`src/rtl/fetch_dual_pkg.sv`:
```
// Shared pipeline definitions for fetch and decode: PC width, halt opcode,
// fetch state encoding and the opcode field helpers.
package fetch_dual_pkg;

    localparam int FETCH_PC_W = 4;
    localparam int OPC_HI     = 31;
    localparam int OPC_LO     = 26;
    localparam int OPC_W      = OPC_HI - OPC_LO + 1;

    localparam logic [OPC_W-1:0] FETCH_HALT_OP = 6'b111111;

    typedef enum logic {
        ST_RUN  = 1'b0,
        ST_HALT = 1'b1
    } fetch_state_e;

    function automatic logic [OPC_W-1:0] opcode_of(input logic [31:0] instr);
        return instr[OPC_HI:OPC_LO];
    endfunction

    function automatic logic is_halt_op(input logic [31:0] instr,
                                        input logic [OPC_W-1:0] halt_op);
        return (opcode_of(instr) == halt_op);
    endfunction

endpackage

```
`src/rtl/fetch_dual_sat_counter.sv`:
```
// Saturating up-counter with async active-low clear and synchronous soft clear;
// shared with the performance counters.
module sat_counter
    import fetch_dual_pkg::*;
#(
    parameter int W = 16
) (
    input  logic         clk_i,
    input  logic         rst_ni,
    input  logic         srst_i,
    input  logic         en_i,
    output logic [W-1:0] count_o
);

    localparam logic [W-1:0] CNT_ZERO = {W{1'b0}};
    localparam logic [W-1:0] CNT_MAX  = {W{1'b1}};
    localparam logic [W-1:0] CNT_ONE  = {{(W-1){1'b0}}, 1'b1};

    logic [W-1:0] cnt_q;
    logic [W-1:0] cnt_d;

    // Next count: soft clear wins, then increment that sticks at all-ones.
    always_comb begin
        cnt_d = cnt_q;
        if (srst_i) begin
            cnt_d = CNT_ZERO;
        end else if (en_i && (cnt_q != CNT_MAX)) begin
            cnt_d = cnt_q + CNT_ONE;
        end else begin
            cnt_d = cnt_q;
        end
    end

    // Count register.
    always_ff @(posedge clk_i or negedge rst_ni) begin
        if (!rst_ni) begin
            cnt_q <= CNT_ZERO;
        end else begin
            cnt_q <= cnt_d;
        end
    end

    assign count_o = cnt_q;

endmodule

```
`src/rtl/fetch_dual.sv`:
```
// Dual-issue fetch control: owns the PC, drives both instruction-memory
// addresses, generates the IF/ID flush and runs the RUN/HALT machine.
module fetch_dual
    import fetch_dual_pkg::*;
#(
    parameter int               PC_W     = FETCH_PC_W,
    parameter logic [PC_W-1:0]  RESET_PC = {PC_W{1'b0}},
    parameter logic [OPC_W-1:0] HALT_OP  = FETCH_HALT_OP,
    parameter int               CNT_W    = 16
) (
    input  logic              reloj,
    input  logic              reset_n,
    input  logic              stall,
    input  logic              redirect,
    input  logic [PC_W-1:0]   redirect_pc,
    input  logic [31:0]       DO1,
    input  logic [31:0]       DO2,
    output logic [PC_W-1:0]   addr1,
    output logic [PC_W-1:0]   addr2,
    output logic [PC_W-1:0]   PC_4,
    output logic [PC_W-1:0]   PC_8,
    output logic              flush_if,
    output logic              halted,
    output logic [CNT_W-1:0]  pair_count
);

    localparam logic [PC_W-1:0] PC_ONE = {{(PC_W-1){1'b0}}, 1'b1};
    localparam logic [PC_W-1:0] PC_TWO = PC_ONE + PC_ONE;

    fetch_state_e    state_q;
    fetch_state_e    state_d;
    logic [PC_W-1:0] pc_q;
    logic [PC_W-1:0] pc_d;
    logic            cnt_en_s;
    logic            flush_s;
    logic            halt_seen_s;

    assign halt_seen_s = is_halt_op(DO1, HALT_OP) | is_halt_op(DO2, HALT_OP);

    // Next-state, next-PC and flush; redirect outranks stall, stall outranks halt.
    always_comb begin
        state_d  = state_q;
        pc_d     = pc_q;
        cnt_en_s = 1'b0;
        flush_s  = 1'b0;
        case (state_q)
            ST_RUN: begin
                if (redirect) begin
                    pc_d    = redirect_pc;
                    flush_s = 1'b1;
                end else if (stall) begin
                    pc_d = pc_q;
                end else if (halt_seen_s) begin
                    state_d  = ST_HALT;
                    cnt_en_s = 1'b1;
                end else begin
                    pc_d     = pc_q + PC_TWO;
                    cnt_en_s = 1'b1;
                end
            end
            ST_HALT: begin
                flush_s = 1'b1;
            end
            default: begin
                state_d = ST_HALT;
                flush_s = 1'b1;
            end
        endcase
    end

    // PC and state registers; only reset leaves HALT.
    always_ff @(posedge reloj or negedge reset_n) begin
        if (!reset_n) begin
            state_q <= ST_RUN;
            pc_q    <= RESET_PC;
        end else begin
            state_q <= state_d;
            pc_q    <= pc_d;
        end
    end

    sat_counter #(
        .W (CNT_W)
    ) u_pair_cnt (
        .clk_i   (reloj),
        .rst_ni  (reset_n),
        .srst_i  (1'b0),
        .en_i    (cnt_en_s),
        .count_o (pair_count)
    );

    // Reset forces the flush so IF/ID clears on every edge while held low.
    assign flush_if = !reset_n | flush_s;
    assign halted   = (state_q == ST_HALT);
    assign addr1    = pc_q;
    assign addr2    = pc_q + PC_ONE;
    assign PC_4     = pc_q + PC_ONE;
    assign PC_8     = pc_q + PC_TWO;

endmodule

```
`config.mk`:
```
export PLATFORM = sky130hd
export DESIGN_NAME = fetch_dual
export DESIGN_NICKNAME = d
export VERILOG_FILES = /design/src/rtl/fetch_dual_pkg.sv /design/src/rtl/fetch_dual_sat_counter.sv /design/src/rtl/fetch_dual.sv
export SDC_FILE = /design/constraint.sdc
export NUM_CORES = 1
export LEC_CHECK = 0
export BUFFER_PORTS_ARGS = -buffer_cell sky130_fd_sc_hd__buf_2
export CAP_MARGIN = 20
export CORE_MARGIN = 5
export CORE_UTILIZATION = 35
export CTS_BUF_LIST = sky130_fd_sc_hd__clkbuf_8
export CTS_CLUSTER_DIAMETER = 80
export DETAILED_ROUTE_END_ITERATION = 12
export PLACE_DENSITY = 0.79
export SETUP_SLACK_MARGIN = 0.3
export SKIP_LAST_GASP = 1
export SLEW_MARGIN = 10
export SYNTH_ARGS = -nofsm -noshare
export SYNTH_HDL_FRONTEND = slang
export SYNTH_SLANG_ARGS = --single-unit
```
`constraint.sdc`:
```
create_clock -name reloj -period 2.6 [get_ports reloj]
set_clock_uncertainty 0.2 [all_clocks]
set_input_delay 0.52 -clock reloj [delete_from_list [all_inputs] [get_ports reloj]]
set_output_delay 0.52 -clock reloj [all_outputs]
set_load 0.03 [all_outputs]
```
After elaboration in Yosys (flattened, before gate mapping). Cells that the tools add are included.

Register bits: 21.

Add/sub/neg operators: 3. Eq/ne operators: 5. Muxes and demuxes: 12. Bitwise gates (word level): 3. Reductions and logical operators: 3.

Operators by type and width (number): adder 16 x 1 -> 16 bit (second input constant) (1); != test 16 bit (second input constant) (1); equality test 6 bit (second input constant) (2); 2-to-1 mux 4 bit (3); 2-to-1 mux 1 bit (8); adder 4 x 1 -> 4 bit (second input constant) (1); adder 4 x 2 -> 4 bit (second input constant) (1); AND reduction 3 bit (1); != test 2 x 1 -> 1 bit (second input constant) (1); != test 2 bit (second input constant) (1); bitwise OR 1 bit (2); one-hot mux 1 bit (2 select lines) (1); logical AND 1 bit (1); zero test 1 bit (1); inverter 1 bit (1).

Logic depth before layout (Yosys ltp).
Depth after elaboration: 6. Gate-level depth with buffers: 6. Mapped depth without buffers: 5.

Hierarchy. Synthesis repeated with hierarchy kept, for this count alone.

Cells, all modules: 147. Area total of the unflattened synthesis: 1371.3 µm².

Modules (own cells, without submodules): sat_counter (times used 1, cells an instance 98, area each 942.2 µm², seq. area each 400.4 µm²); fetch_dual (times used 1, cells an instance 49, area each 429.2 µm², seq. area each 125.1 µm²).

Least setup slack after synthesis. Ideal clock, no wire load.

Kind: register to output. Start: register pc_q[1] (netlist: addr1[1]). End: output port addr2[3]. Arrival time: 1.755 ns. Path slack: 0.125 ns. Cell stages (with the launch flop): 5. Path buffers: 1. Cell sequence: dfrtp_1 -> ha_1 -> nand2_1 -> xnor2_1 -> buf_4.

Cells in the longest elaborated chain, start to end: 1.

Ends and longest elaborated chain: from (decl) (line fetch_dual.sv:32) `logic [PC_W-1:0] pc_q;`; from (signal assigned) (line fetch_dual.sv:78) `pc_q <= pc_d;`; adder 4 x 1 -> 4 bit; to (decl) (line fetch_dual.sv:19) `output logic [PC_W-1:0] addr2,`.

Every way passes these cells.

Worst setup path after layout.
Start: register pc_q[2] (netlist: addr1[2]). End: output port PC_4[3].

Cells in the longest elaborated chain, start to end: 1.

Ends and longest elaborated chain: adder 4 x 1 -> 4 bit (line fetch_dual.sv:97) `assign PC_4 = pc_q + PC_ONE;`; to (decl) (line fetch_dual.sv:20) `output logic [PC_W-1:0] PC_4,`.

Every way passes these cells.

==> results.cfg <==
[flow_run]
drv_cap = 0

[setup_path]
rrSetupSlack_ns = 0.74
arrival_ns = 1.41
critPathMaxFanout = 5
cp.required_ns = 1.88
critPathLaunchType = flop
r2r_end = u_pair_cnt.count_o[1]
crit_path_end_kind = primary output
r2r_start = u_pair_cnt.count_o[0]
reg2reg_depth = 5
crit_type = flop to primary output

[final_layout]
design_area_um2 = 1570
nets = 247
diodes = 0
syn_to_final_growth_pct = 26.6
final_layout_size_suffix_gt1_frac = 0.386
final_cell_mix = buf_2, dfrtp_1, nand2_1, xor2_1, inv_1
layout_commonest_cell = buf_2

[global_routing]
grt_max_degree = 22
grt-ovfl-total = 0
grt_usage = 0.124
grt_pass1_wl_mm = 5.05
grt_pass1_vias = 1044
antenna_found_initial = 0

[floorplan]
die_area_um2 = 4830
initial_utilization = 0.365
die_w_um = 69.5
chipHeight_um = 69.5
coreArea_um2 = 3390
num_rows = 21
ios = 106

[detailed_routing]
vias_per_cell = 4.99
drt_wl_total_mm = 2.85
vias = 1082
drt_iter0_drc = 24
ant_nets = 0
wl_per_cell_um = 13.2
firstDrtPassIters = 4
drc = 0

[pwr]
p_per_area_nw_per_um2 = 853
p_total_uw = 1340
p_leak_uw = 0.000830
ir_drop_uv = 278

[synthesis]
syn_area_um2 = 1240
netlist_top_cells_area = dfrtp_1, xor2_1, buf_4
synth_top_area_cell = dfrtp_1
yosysTopAreaCellShare = 0.424
ys_ff_latch = 21
avgSynthCellArea_um2 = 10.2
netlist_instances = 121
ys_warn_count = 0
syn-num-nets = 196
seq_area_frac_synth = 0.424
ys_types = 40

[timing]
maxSlewHeadroom = 0.676
setup_viol_count_final = 0
tns_ns = 0
slew_viol_final = 0
fmax_mhz = 470
hold_viol = 0
final_min_period_over_clock_period = 0.819
max_slew.worst_pin.slew_ns = 0.481
final.min_clock_period_ns = 2.13
rsz0062_at_grt = false

[clocking]
numCtsBuffers = 3
post_cts_buffers = 0
htree_levels = 1
path_clk_slew_ns = 0.07
cts_sinks = 21
clockBufferDepth = 2
clock_latency_ns = 0.26
cts_tree = done
cts-root-buf = clkbuf_8
cts_resized = 0
hold_buffers = 0

[placed_design]
portBuffers = 53
gp_congestion = 0.808
hpwlAfterDp_mm = 2.25
dpl_cell_area_um2 = 1520

[status]
run_status = completed

[min_path]
hold_path.class = primary input to asynchronous set/reset pin
[final cells by class]
class / count / area (um2)
fill: 325 / 1820
multi-input combinational: 86 / 644
sequential: 21 / 526
timing repair buffer: 54 / 273
tap: 46 / 57.6
clock buffer: 3 / 41.3
inverter: 6 / 22.5
clock inverter: 1 / 3.75
[Yosys cell counts]
master,number
nor2b_1,1
mux2_4,1
a31oi_1,4
and3_2,1
nor4b_1,2
nor2_1,6
xnor2_1,5
a21oi_1,3
nand4_4,1
nand2_1,12
buf_6,1
nand3_1,6
a41oi_1,1
o221ai_1,1
nor3_1,1
o21ai_0,1
a21boi_2,1
dfrtp_1,21
nand2b_1,1
nor4_1,1
o311ai_0,1
nand4_1,5
nand4b_1,1
a21o_1,1
and4_1,2
or4b_2,1
buf_4,6
o22ai_1,1
mux2i_1,3
o211ai_1,1
xor2_1,9
ha_1,3
a221o_1,1
a211oi_1,2
nor3_4,2
and3_1,2
buf_2,1
nor3b_1,1
inv_1,6
a22oi_1,1
[per-layer routing]
metal  up-vias  global-route usage  share of wire
met5         -                   0              0
met4         0              0.0325          0.011
met3         4              0.0420          0.091
met2        50               0.189           0.42
met1       492               0.168           0.48
li1        536                   -              -
[state kept, by name (all words and copies together), names as in the netlist]
signal	cells
addr1	4
halted	1
u_pair_cnt.count_o	16
[critical path, stage by stage (launching register included)]
cell and delay (ns):
dfrtp_1 0.45, ha_1 0.24, nand2_1 0.10, xnor2_2 0.14, buf_2 0.22
[power breakdown]
part / total [uW] / switching [uW] / internal, uW / leakage (uW)
Clock: 207 / 102 / 105 / 0.0000269
Combinational: 635 / 433 / 203 / 0.000534
Sequential: 495 / 108 / 387 / 0.000269
[per-stage QoR]
stage / util / std cells / hold WS, ns / worst slack, ns
after global placement: 0.449 / 213 / 0.283 / 0.618
after detailed placement: 0.449 / 213 / 0.281 / 0.576
after global routing: 0.463 / 217 / 0.0638 / 0.385
final: 0.463 / 217 / 0.0364 / 0.470
after floorplan: - / 121 / 0.0244 / 0.319
after CTS: 0.463 / 217 / 0.0424 / 0.448
[kinds of logic after synthesis]
| group | after synthesis | share of synthesized area |
|---|---|---|
| AOI/OAI and AO/OA | 19 | 0.110 |
| xor gates and xnor gates | 14 | 0.0990 |
| adders and majority gates | 3 | 0.0303 |
| buffers and inverters | 14 | 0.0677 |
| DFF | 21 | 0.424 |
| muxes | 4 | 0.0364 |
| and+or+nand+nor | 46 | 0.232 |
[worst max-delay path by stage]
stage,from,endpoint,slack (ns),cells after the start
after floorplan,addr1[2],addr2[3],0.32,4
after global placement,DO1[28],addr1[3],0.62,5
after detailed placement,redirect,u_pair_cnt.count_o[6],0.58,5
after global routing,addr1[2],addr2[3],0.38,4
final,addr1[2],PC_4[3],0.47,4
after CTS,addr1[2],PC_4[3],0.45,4
No activity file was read; power rests on OpenSTA's default activity.
